<file path="config.mk">
export PLATFORM = sky130hd
export DESIGN_NAME = bingo_quad_launch_regs
export DESIGN_NICKNAME = d
export VERILOG_FILES = /design/src/rtl/bingo_quad_launch_regs.sv
export SDC_FILE = /design/constraint.sdc
export NUM_CORES = 1
export LEC_CHECK = 0
export CAP_MARGIN = 20
export CORE_AREA = 5 5 328 330
export CTS_BUF_LIST = sky130_fd_sc_hd__clkbuf_16
export DETAILED_ROUTE_END_ITERATION = 8
export DIE_AREA = 0 0 333 335
export PLACE_DENSITY = 0.69
export SLEW_MARGIN = 20
export SYNTH_ARGS = -nofsm -noshare
export SYNTH_HDL_FRONTEND = slang
export SYNTH_SLANG_ARGS = --single-unit
export TNS_END_PERCENT = 10
</file>
<file path="constraint.sdc">
create_clock -name clk_i -period 2.8 [get_ports clk_i]
set_clock_uncertainty 0.1 [all_clocks]
set_input_delay 0.56 -clock clk_i [delete_from_list [all_inputs] [get_ports clk_i]]
set_output_delay 0.56 -clock clk_i [all_outputs]
set_load 0.02 [all_outputs]
</file>
<file path="src/rtl/bingo_quad_launch_regs.sv">
// bingo_quad_launch_regs: NR_CHANNEL launch channels (doorbell FIFO, launch handshake, done counter, irq) behind one register port
// Optional RUN watchdog is enabled by defining BINGO_QUAD_LAUNCH_TIMEOUT_EN.
// reg_req_i = {addr[31:0], write, wdata[31:0], wstrb[3:0], valid}; reg_rsp_o = {rdata[31:0], error, ready}.
module bingo_quad_launch_regs #(
    parameter int unsigned NR_CHANNEL     = 2,
    parameter int unsigned ADDR_WIDTH     = 48,
    parameter int unsigned REG_WIDTH      = 32,
    parameter int unsigned LAUNCH_DEPTH   = 4,
    parameter int unsigned TIMEOUT_CYCLES = 1048576
) (
    input  logic                             clk_i,
    input  logic                             rst_ni,
    input  logic [2*REG_WIDTH+REG_WIDTH/8+1:0] reg_req_i,
    output logic [REG_WIDTH+1:0]             reg_rsp_o,
    output logic [NR_CHANNEL-1:0]            launch_valid_o,
    input  logic [NR_CHANNEL-1:0]            launch_ready_i,
    output logic [NR_CHANNEL*ADDR_WIDTH-1:0] launch_addr_o,
    output logic [NR_CHANNEL*32-1:0]         launch_num_o,
    input  logic [NR_CHANNEL-1:0]            done_i,
    output logic [NR_CHANNEL-1:0]            irq_o
);
    localparam int unsigned PW = $clog2(LAUNCH_DEPTH);
    localparam int unsigned HW = ADDR_WIDTH - 32;
    localparam int unsigned EW = ADDR_WIDTH + 32;
    localparam logic [31:0] TO_LIM = 32'(TIMEOUT_CYCLES);
`ifdef BINGO_QUAD_LAUNCH_TIMEOUT_EN
    localparam logic [3:0] IRQ_MASK = 4'hF;
`else
    localparam logic [3:0] IRQ_MASK = 4'h7;
`endif

    typedef enum logic {IDLE, RUN} state_e;

    logic [31:0]  req_addr, req_wdata;
    logic         req_write, req_valid;
    logic [2:0]   ch, rg;
    logic [255:0] rd_all;
    logic [7:0]   db_err, present;
    logic         unused;

    assign req_addr  = reg_req_i[69:38];
    assign req_write = reg_req_i[37];
    assign req_wdata = reg_req_i[36:5];
    assign req_valid = reg_req_i[0];
    assign ch        = req_addr[7:5];
    assign rg        = req_addr[4:2];
    assign unused    = ^{req_addr[31:8], req_addr[1:0], reg_req_i[4:1], TO_LIM};
    assign reg_rsp_o = {req_valid ? rd_all[{ch, 5'b0} +: 32] : 32'h0,
                        req_valid && (!present[ch] || db_err[ch]), req_valid};

    for (genvar c = 0; c < 8; c++) begin : g_ch
        if (c < NR_CHANNEL) begin : g_on
            state_e          state_q, state_d;
            logic [31:0]     base_lo_q, base_lo_d, num_q, num_d, cnt_q, cnt_d, rd;
            logic [HW-1:0]   base_hi_q, base_hi_d;
            logic [3:0]      en_q, en_d, st_q, st_d;
            logic [EW-1:0]   mem_q [LAUNCH_DEPTH];
            logic [EW-1:0]   mem_d [LAUNCH_DEPTH];
            logic [PW-1:0]   wp_q, wp_d, rp_q, rp_d;
            logic [PW:0]     occ_q, occ_d;
            logic [EW-1:0]   head;
            logic            wr, db, full, empty, push, pop, done_ok;
`ifdef BINGO_QUAD_LAUNCH_TIMEOUT_EN
            logic [31:0]     wd_q, wd_d;
`endif
            assign wr                = req_valid && req_write && ch == 3'(c);
            assign db                = wr && rg == 3'd3;
            assign full              = occ_q == (PW+1)'(LAUNCH_DEPTH);
            assign empty             = occ_q == '0;
            assign pop               = state_q == IDLE && !empty && launch_ready_i[c];
            assign push              = db && num_q != '0 && (!full || pop);
            assign done_ok           = state_q == RUN && done_i[c];
            assign head              = mem_q[rp_q];
            assign launch_valid_o[c] = state_q == IDLE && !empty;
            assign launch_addr_o[c*ADDR_WIDTH +: ADDR_WIDTH] = empty ? '0 : head[EW-1:32];
            assign launch_num_o[c*32 +: 32] = empty ? '0 : head[31:0];
            assign irq_o[c]          = |(st_q & en_q);
            assign db_err[c]         = db && num_q == '0;
            assign present[c]        = 1'b1;
            assign rd_all[c*32 +: 32] = rd;

            // software-writable configuration registers
            always_comb begin
                base_lo_d = wr && rg == 3'd0 ? req_wdata : base_lo_q;
                base_hi_d = wr && rg == 3'd1 ? req_wdata[HW-1:0] : base_hi_q;
                num_d     = wr && rg == 3'd2 ? req_wdata : num_q;
                en_d      = wr && rg == 3'd6 ? req_wdata[3:0] & IRQ_MASK : en_q;
            end

            // launch FIFO: a doorbell pushes the current {base, num}, the handshake pops the head
            always_comb begin
                mem_d = mem_q;
                if (push) mem_d[wp_q] = {base_hi_q, base_lo_q, num_q};
                wp_d  = wp_q + PW'(push);
                rp_d  = rp_q + PW'(pop);
                occ_d = occ_q + (PW+1)'(push) - (PW+1)'(pop);
            end

            // channel FSM next state, completion counter and interrupt status (sets beat W1C)
            always_comb begin
                state_d = state_q;
                cnt_d   = wr && rg == 3'd5 ? '0 : cnt_q;
                st_d    = wr && rg == 3'd7 ? st_q & ~req_wdata[3:0] : st_q;
`ifdef BINGO_QUAD_LAUNCH_TIMEOUT_EN
                wd_d    = pop ? '0 : state_q == RUN ? wd_q + 32'd1 : wd_q;
`endif
                if (pop) state_d = RUN;
                if (done_ok) begin
                    state_d = IDLE;
                    cnt_d   = &cnt_d ? cnt_d : cnt_d + 32'd1;
                    st_d[0] = 1'b1;
                end
                if (state_q == IDLE && done_i[c]) st_d[2] = 1'b1;
                if (db && num_q != '0 && full && !pop) st_d[1] = 1'b1;
`ifdef BINGO_QUAD_LAUNCH_TIMEOUT_EN
                if (state_q == RUN && !done_i[c] && wd_q == TO_LIM - 32'd1) begin
                    state_d = IDLE;
                    st_d[3] = 1'b1;
                end
`endif
            end

            // register read-back for this channel
            always_comb begin
                case (rg)
                    3'd0:    rd = base_lo_q;
                    3'd1:    rd = 32'(base_hi_q);
                    3'd2:    rd = num_q;
                    3'd4:    rd = {19'h0, 5'(occ_q), 5'h0, empty, full, state_q == RUN};
                    3'd5:    rd = cnt_q;
                    3'd6:    rd = {28'h0, en_q};
                    3'd7:    rd = {28'h0, st_q};
                    default: rd = '0;
                endcase
            end

            // channel state, cleared by the asynchronous reset (drops queued launches)
            always_ff @(posedge clk_i or negedge rst_ni) begin
                if (!rst_ni) begin
                    state_q   <= IDLE;
                    base_lo_q <= '0;
                    base_hi_q <= '0;
                    num_q     <= '0;
                    cnt_q     <= '0;
                    en_q      <= '0;
                    st_q      <= '0;
                    mem_q     <= '{default: '0};
                    wp_q      <= '0;
                    rp_q      <= '0;
                    occ_q     <= '0;
`ifdef BINGO_QUAD_LAUNCH_TIMEOUT_EN
                    wd_q      <= '0;
`endif
                end else begin
                    state_q   <= state_d;
                    base_lo_q <= base_lo_d;
                    base_hi_q <= base_hi_d;
                    num_q     <= num_d;
                    cnt_q     <= cnt_d;
                    en_q      <= en_d;
                    st_q      <= st_d;
                    mem_q     <= mem_d;
                    wp_q      <= wp_d;
                    rp_q      <= rp_d;
                    occ_q     <= occ_d;
`ifdef BINGO_QUAD_LAUNCH_TIMEOUT_EN
                    wd_q      <= wd_d;
`endif
                end
            end
        end else begin : g_off
            assign rd_all[c*32 +: 32] = '0;
            assign db_err[c]          = 1'b0;
            assign present[c]         = 1'b0;
        end
    end
endmodule

</file>
After elaboration in Yosys (flattened, before gate mapping):

Memory sizes are Yosys's and may differ from the RTL's.
Cells that the tools add are included.
Widths: inputs -> output; s select.

* add/subtract/negate cells: 10
* $lt $le $gt $ge: 7
* eq/ne operators: 10
* shift operators: 1
* muxes and demuxes: 40
* bitwise gates (word level): 11
* reduce and logical (&&, ||, !) cells: 68

Operator list (count)
* $bwmux 320: 2
* $mux 80: 6
* $pmux 32 s7: 2
* $bmux 80 s2: 2
* $demux 80 s2: 2
* $mux 32: 9
* $shiftx 256x9->32: 1
* $mux 48: 2
* $add 32x1->32 const B: 2
* $logic_not 32->1: 2
* $reduce_and 32->1: 2
* $reduce_bool 32->1: 2
* $logic_and 1x1->1: 38
* $eq 3x3->1 const B: 6
* $reduce_bool 2->1: 8
* $ge 3x3->1 const B: 4
* $logic_not 3->1: 4
* $mux 1: 12
* $not 2->3: 4
* $add 2x1->2: 4
* $and 4x3->4: 2
* $and 4x4->4: 2
* $reduce_or 4->1: 2
* $logic_not 1->1: 7
* other kinds (11): 20

* flip-flop bits (word level): 894
* bits in read-only memories: 8
* bits of input ports: 76
* output and inout port bits: 198
* logic and storage cells: 182
* memories: 1

Memory list
* (name not given): depth 8, width 1, rd ports 1, clocked after memory_dff 0, wr ports 0, line 49 `req_valid && (!present[ch] || db_err[ch]), req_valid};`

Logic depth before layout (Yosys ltp):

* word-level depth: 8
* gate-level depth with buffers: 13

Worst setup path after synthesis:

No wires, ideal clock.

* kind: input -> output
* from: in reg_req_i[41]
* to: out reg_rsp_o[17]
* arrival time: 2.632 ns
* data required time: 2.140 ns
* path slack: -0.492 ns
* stages: 7
* buffers on the path: 3
* cells stage by stage: buf_2 clkinv_1 nor3_1 clkbuf_1 clkbuf_1 a21oi_1 a211oi_1

* cells in the longest elaborated chain, start to end: 4
* elaborated cells between the ends (all ways): 11
* classes of those cells: 6 x eq/ne; 1 x shift; 3 x mux; 1 x reduce/logical

Ends and longest elaborated chain
* start, declared: line 13 `input logic [2*REG_WIDTH+REG_WIDTH/8+1:0] reg_req_i,`
* $eq 3x3->1 (tied with other cells): line 125 `case (rg)`
* $pmux 32 s7: line 125
* $shiftx 256x9->32 (*): line 48 `assign reg_rsp_o = {req_valid ? rd_all[{ch, 5'b0} +: 32] : 32'h0,`
* $mux 32 (*): line 48
* end, declared: line 14 `output logic [REG_WIDTH+1:0] reg_rsp_o,`

Every way passes the cells marked *; elsewhere a longest branch is shown, timed or not.

Worst setup path in the final report:

* from: reg g_ch[0].g_on.num_q[5]
* to: out reg_rsp_o[1]

* cells in the longest elaborated chain, start to end: 6

Ends and longest elaborated chain
* start, declared: line 54 `logic [31:0] base_lo_q, base_lo_d, num_q, num_d, cnt_q, cnt_d, rd;`
* start signal, assigned: line 158 `num_q <= num_d;`
* $logic_not 32->1: line 78 `assign db_err[c] = db && num_q == '0;`
* $logic_and 1x1->1: line 78
* $bmux 1 s3: line 49
* $mux 1 (implied by the code): line 49
* $logic_or 1x1->1: line 49
* $logic_and 1x1->1: line 49

Every way passes these cells. The select of a mux whose other input is x is not followed.

==> flow_summary.yaml <==
worst_setup_path:
  path_buf_inv: 3
  worstSetupEndpointType: "primary output"
  rr_worst_depth: 13
  crit_required_ns: 2.14
  r2r_end: "g_ch[0].g_on.mem_q[4]"
  rrSetupSlack_ns: -0.04
  cp.arrival_ns: 2.49
  crit_chain: "nor4_4 -> buf_4 -> nand4_1 -> buf_4 -> nor2_4 -> a21oi_2 -> o21ai_2 -> buf_6"
  crit_type: "reg -> out"
  crit_family: "simple AND/OR/NAND/NOR gates"
  cpMostUsedCell: "buf_4"
  startpoint_type: "register"
  crit_path_top_delay_cell: "dfrtp_1"
  cp_max_fo: 2
  critPathMaxStageDelay_ns: 0.40
  r2r_start: "g_ch[0].g_on.num_q[5]"
synth:
  syn_area_per_cell_sq_um: 14.0
  synth_fa_ha_area_frac: 0.00368
  synth_top_family_by_area: "multiplexers"
  synth_top_cells_by_area: "dfrtp_1, mux2_2, mux4_2"
  synth_cell_types: 65
  yosys_register_bits: 894
  synth_nets: 3045
  synthSimpleGateAreaFrac: 0.0725
  ys_top_cells_by_count: "dfrtp_1, mux2_2, nor2b_1"
  async_reset_ff_frac: 1.00
  synth_top_cell_area_share: 0.540
  synth_largest_area_cell: "dfrtp_1"
  syn-instance-count: 2958
  yosysWarnings: 0
  syn-cell-area_sq_um: 41400
  muxShareOfSynthArea: 0.312
  synth-seq-area-share: 0.540
  synth_edf_count: 0
  synth_compound_area_frac: 0.0377
  yosysMostFrequentCell: "dfrtp_1"
  yosys.area_share.xor_xnor: 0.0118
  synthFlopType: "dfrtp_1"
run:
  max_cap_viol_count: 0
global_route:
  gr-total-overflow: 0
  grt.total_usage: 0.218
  grt_first_pass_wirelength_mm: 187
  grt_max_degree: 97
  grt_pass1_vias: 28800
  antenna_found_initial: 12
timing:
  setup_ws_ns: -0.354
  rsz0062_at_grt: "yes"
  slew_viol_final: 0
  period_minus_slack_ns: 3.15
  period_share: 1.13
  worstMarginPinSlew_ns: 0.709
  fmax_mhz: 317
  maxSlewHeadroom: 0.526
  setup_viol: 193
  finalHoldViolations: 0
  setup_tns_ns: -29.15
routing:
  via_per_inst: 5.57
  avgRoutedWirePerCell_um: 24.8
  route.detailed.drc: 0
  drt_iter0_markers: 2432
  num_vias: 28000
  first_pass_iters: 5
  ant_nets: 0
  routed_wl_mm: 125
die:
  dieArea_sq_um: 112000
  ioPinCount: 274
  start_util: 0.397
  fp.dieH_um: 335
  die_w_um: 333
  coreArea_sq_um: 105000
  fp-row-count: 119
placed_design:
  hpwl_mm: 86.3
  gp_congestion: 0.913
  io_buffers: 243
clocking:
  cts_tree: "yes"
  clock-sinks: 894
  numCtsBuffers: 96
  root_buffer: "clkbuf_16"
  clock_latency_ns: 0.68
  clk_path_buf_depth: 3
  cts.reportedPaths.clkPinSlew_ns: 0.06
  cts-htree-levels: 3
finish:
  finish.utilization: 0.513
  drive_gt1_frac: 0.520
  fin_nets: 3640
  n_fill_cell: 8715
  syn2layout_area_growth_pct: 29.3
pwr:
  ir_drop_mv: 0.436
  leakagePower_nw: 26.1
  power_density_nw_per_um2: 619
worst_hold_path:
  hold_path_class: "in -> async"
status:
  violations: "negative setup slack"
  status: "finished, violations left"
[through the flow]
stage	hold WS [ns]	worst slack [ns]	area, sq um	total power [mW]	cells
after floorplan	0.164	-0.0617	41600	17.0	2958
after global placement	0.362	-0.928	48700	19.8	4761
after detailed placement	0.370	-0.956	48700	19.8	4761
after CTS	0.345	-0.349	52400	33.3	4996
after global routing	0.351	-0.463	53600	34.5	5024
final	0.353	-0.354	53600	33.2	5030
[report_power, final]
| group | switching (mW) | total, mW | internal [mW] |
|---|---|---|---|
| combinational | 3.42 | 6.87 | 3.45 |
| clock | 5.38 | 12.3 | 6.88 |
| sequential | 0.713 | 14.1 | 13.4 |
| total | 9.52 | 33.2 | 23.7 |
[layout by cell type (no fill, tap or decap), types with 14 or more instances in the layout]
master,Yosys,final
nand4_1,36,36
nor3_1,22,14
nor2b_1,164,155
xnor2_1,21,19
dfrtp_1,894,869
buf_2,76,90
a22oi_1,46,41
clkbuf_16,0,100
mux2_4,0,136
clkdlybuf4s50_1,0,39
o21ai_0,41,35
buf_16,0,18
clkinv_2,0,20
mux2_2,717,659
xor2_1,35,35
clkinv_1,1,23
nor4_1,21,14
buf_12,0,92
mux2_1,94,16
dfrtp_2,0,21
buf_6,5,59
nand2_1,110,107
nand3_1,45,41
mux4_2,162,162
a21oi_2,0,18
nor2_1,82,75
buf_4,1,377
and3_1,25,16
inv_1,16,35
a21oi_1,79,58
[flip-flops by register name (all words and copies together), names as in the netlist]
register             count
g_ch.g_on.base_hi_q     32
g_ch.g_on.st_q           8
g_ch.g_on.num_q         64
g_ch.g_on.rp_q           4
g_ch.g_on.cnt_q         64
g_ch.g_on.state_q        2
g_ch.g_on.mem_q        640
g_ch.g_on.wp_q           4
g_ch.g_on.occ_q          6
g_ch.g_on.en_q           6
g_ch.g_on.base_lo_q     64
[per-layer routing]
metal,vias up,routed length [um],track usage
met5,-,45,0
li1,12100,-,-
met1,14800,52900,0.299
met3,184,9100,0.0517
met4,8,2970,0.0534
met2,901,59600,0.353
[how the worst max path moves through the flow]
| stage | start | to | slack, ns | cells past startpoint |
|---|---|---|---|---|
| after floorplan | reg_req_i[40] | g_ch[0].g_on.cnt_q[29] | -0.06 | 13 |
| after global placement | reg_req_i[41] | reg_rsp_o[19] | -0.93 | 10 |
| after detailed placement | reg_req_i[41] | reg_rsp_o[10] | -0.96 | 10 |
| after CTS | g_ch[0].g_on.num_q[14] | reg_rsp_o[1] | -0.35 | 8 |
| after global routing | g_ch[0].g_on.num_q[5] | reg_rsp_o[1] | -0.46 | 8 |
| final | g_ch[0].g_on.num_q[5] | reg_rsp_o[1] | -0.35 | 8 |
[cells by family (layout without fill, tap and decap cells)]
kind of cell / after synthesis / in the layout
buf+inv: 217 / 890
flops: 894 / 894
compound gates: 238 / 238
fa+ha+maj: 11 / 11
simple gates: 556 / 556
mux: 986 / 986
other cells: 0 / 8
xor+xnor: 56 / 56
[what timing repair did]
action,in CTS,in global routing
buffers inserted,43,31
hold endpoints to repair,20,0
gates cloned,19,3
endpoints found under the setup margin,237,576
hold buffers,1,0
pin swaps,32,43
gates resized for setup,911,306
[layout make-up]
| class | instances | area [sq um] | share of cell area |
|---|---|---|---|
| Inverter | 18 | 68.8 | 0.00128 |
| Multi-Input combinational cell | 1847 | 19300 | 0.360 |
| Sequential cell | 894 | 22400 | 0.418 |
| Clock buffer | 97 | 2430 | 0.0453 |
| Tap cell | 1391 | 1740 | 0.0325 |
| Clock inverter | 79 | 604 | 0.0113 |
| Antenna cell | 8 | 20.0 | 0.000374 |
| Timing Repair Buffer | 696 | 7000 | 0.131 |
No activity file was read; power rests on OpenSTA's default activity.
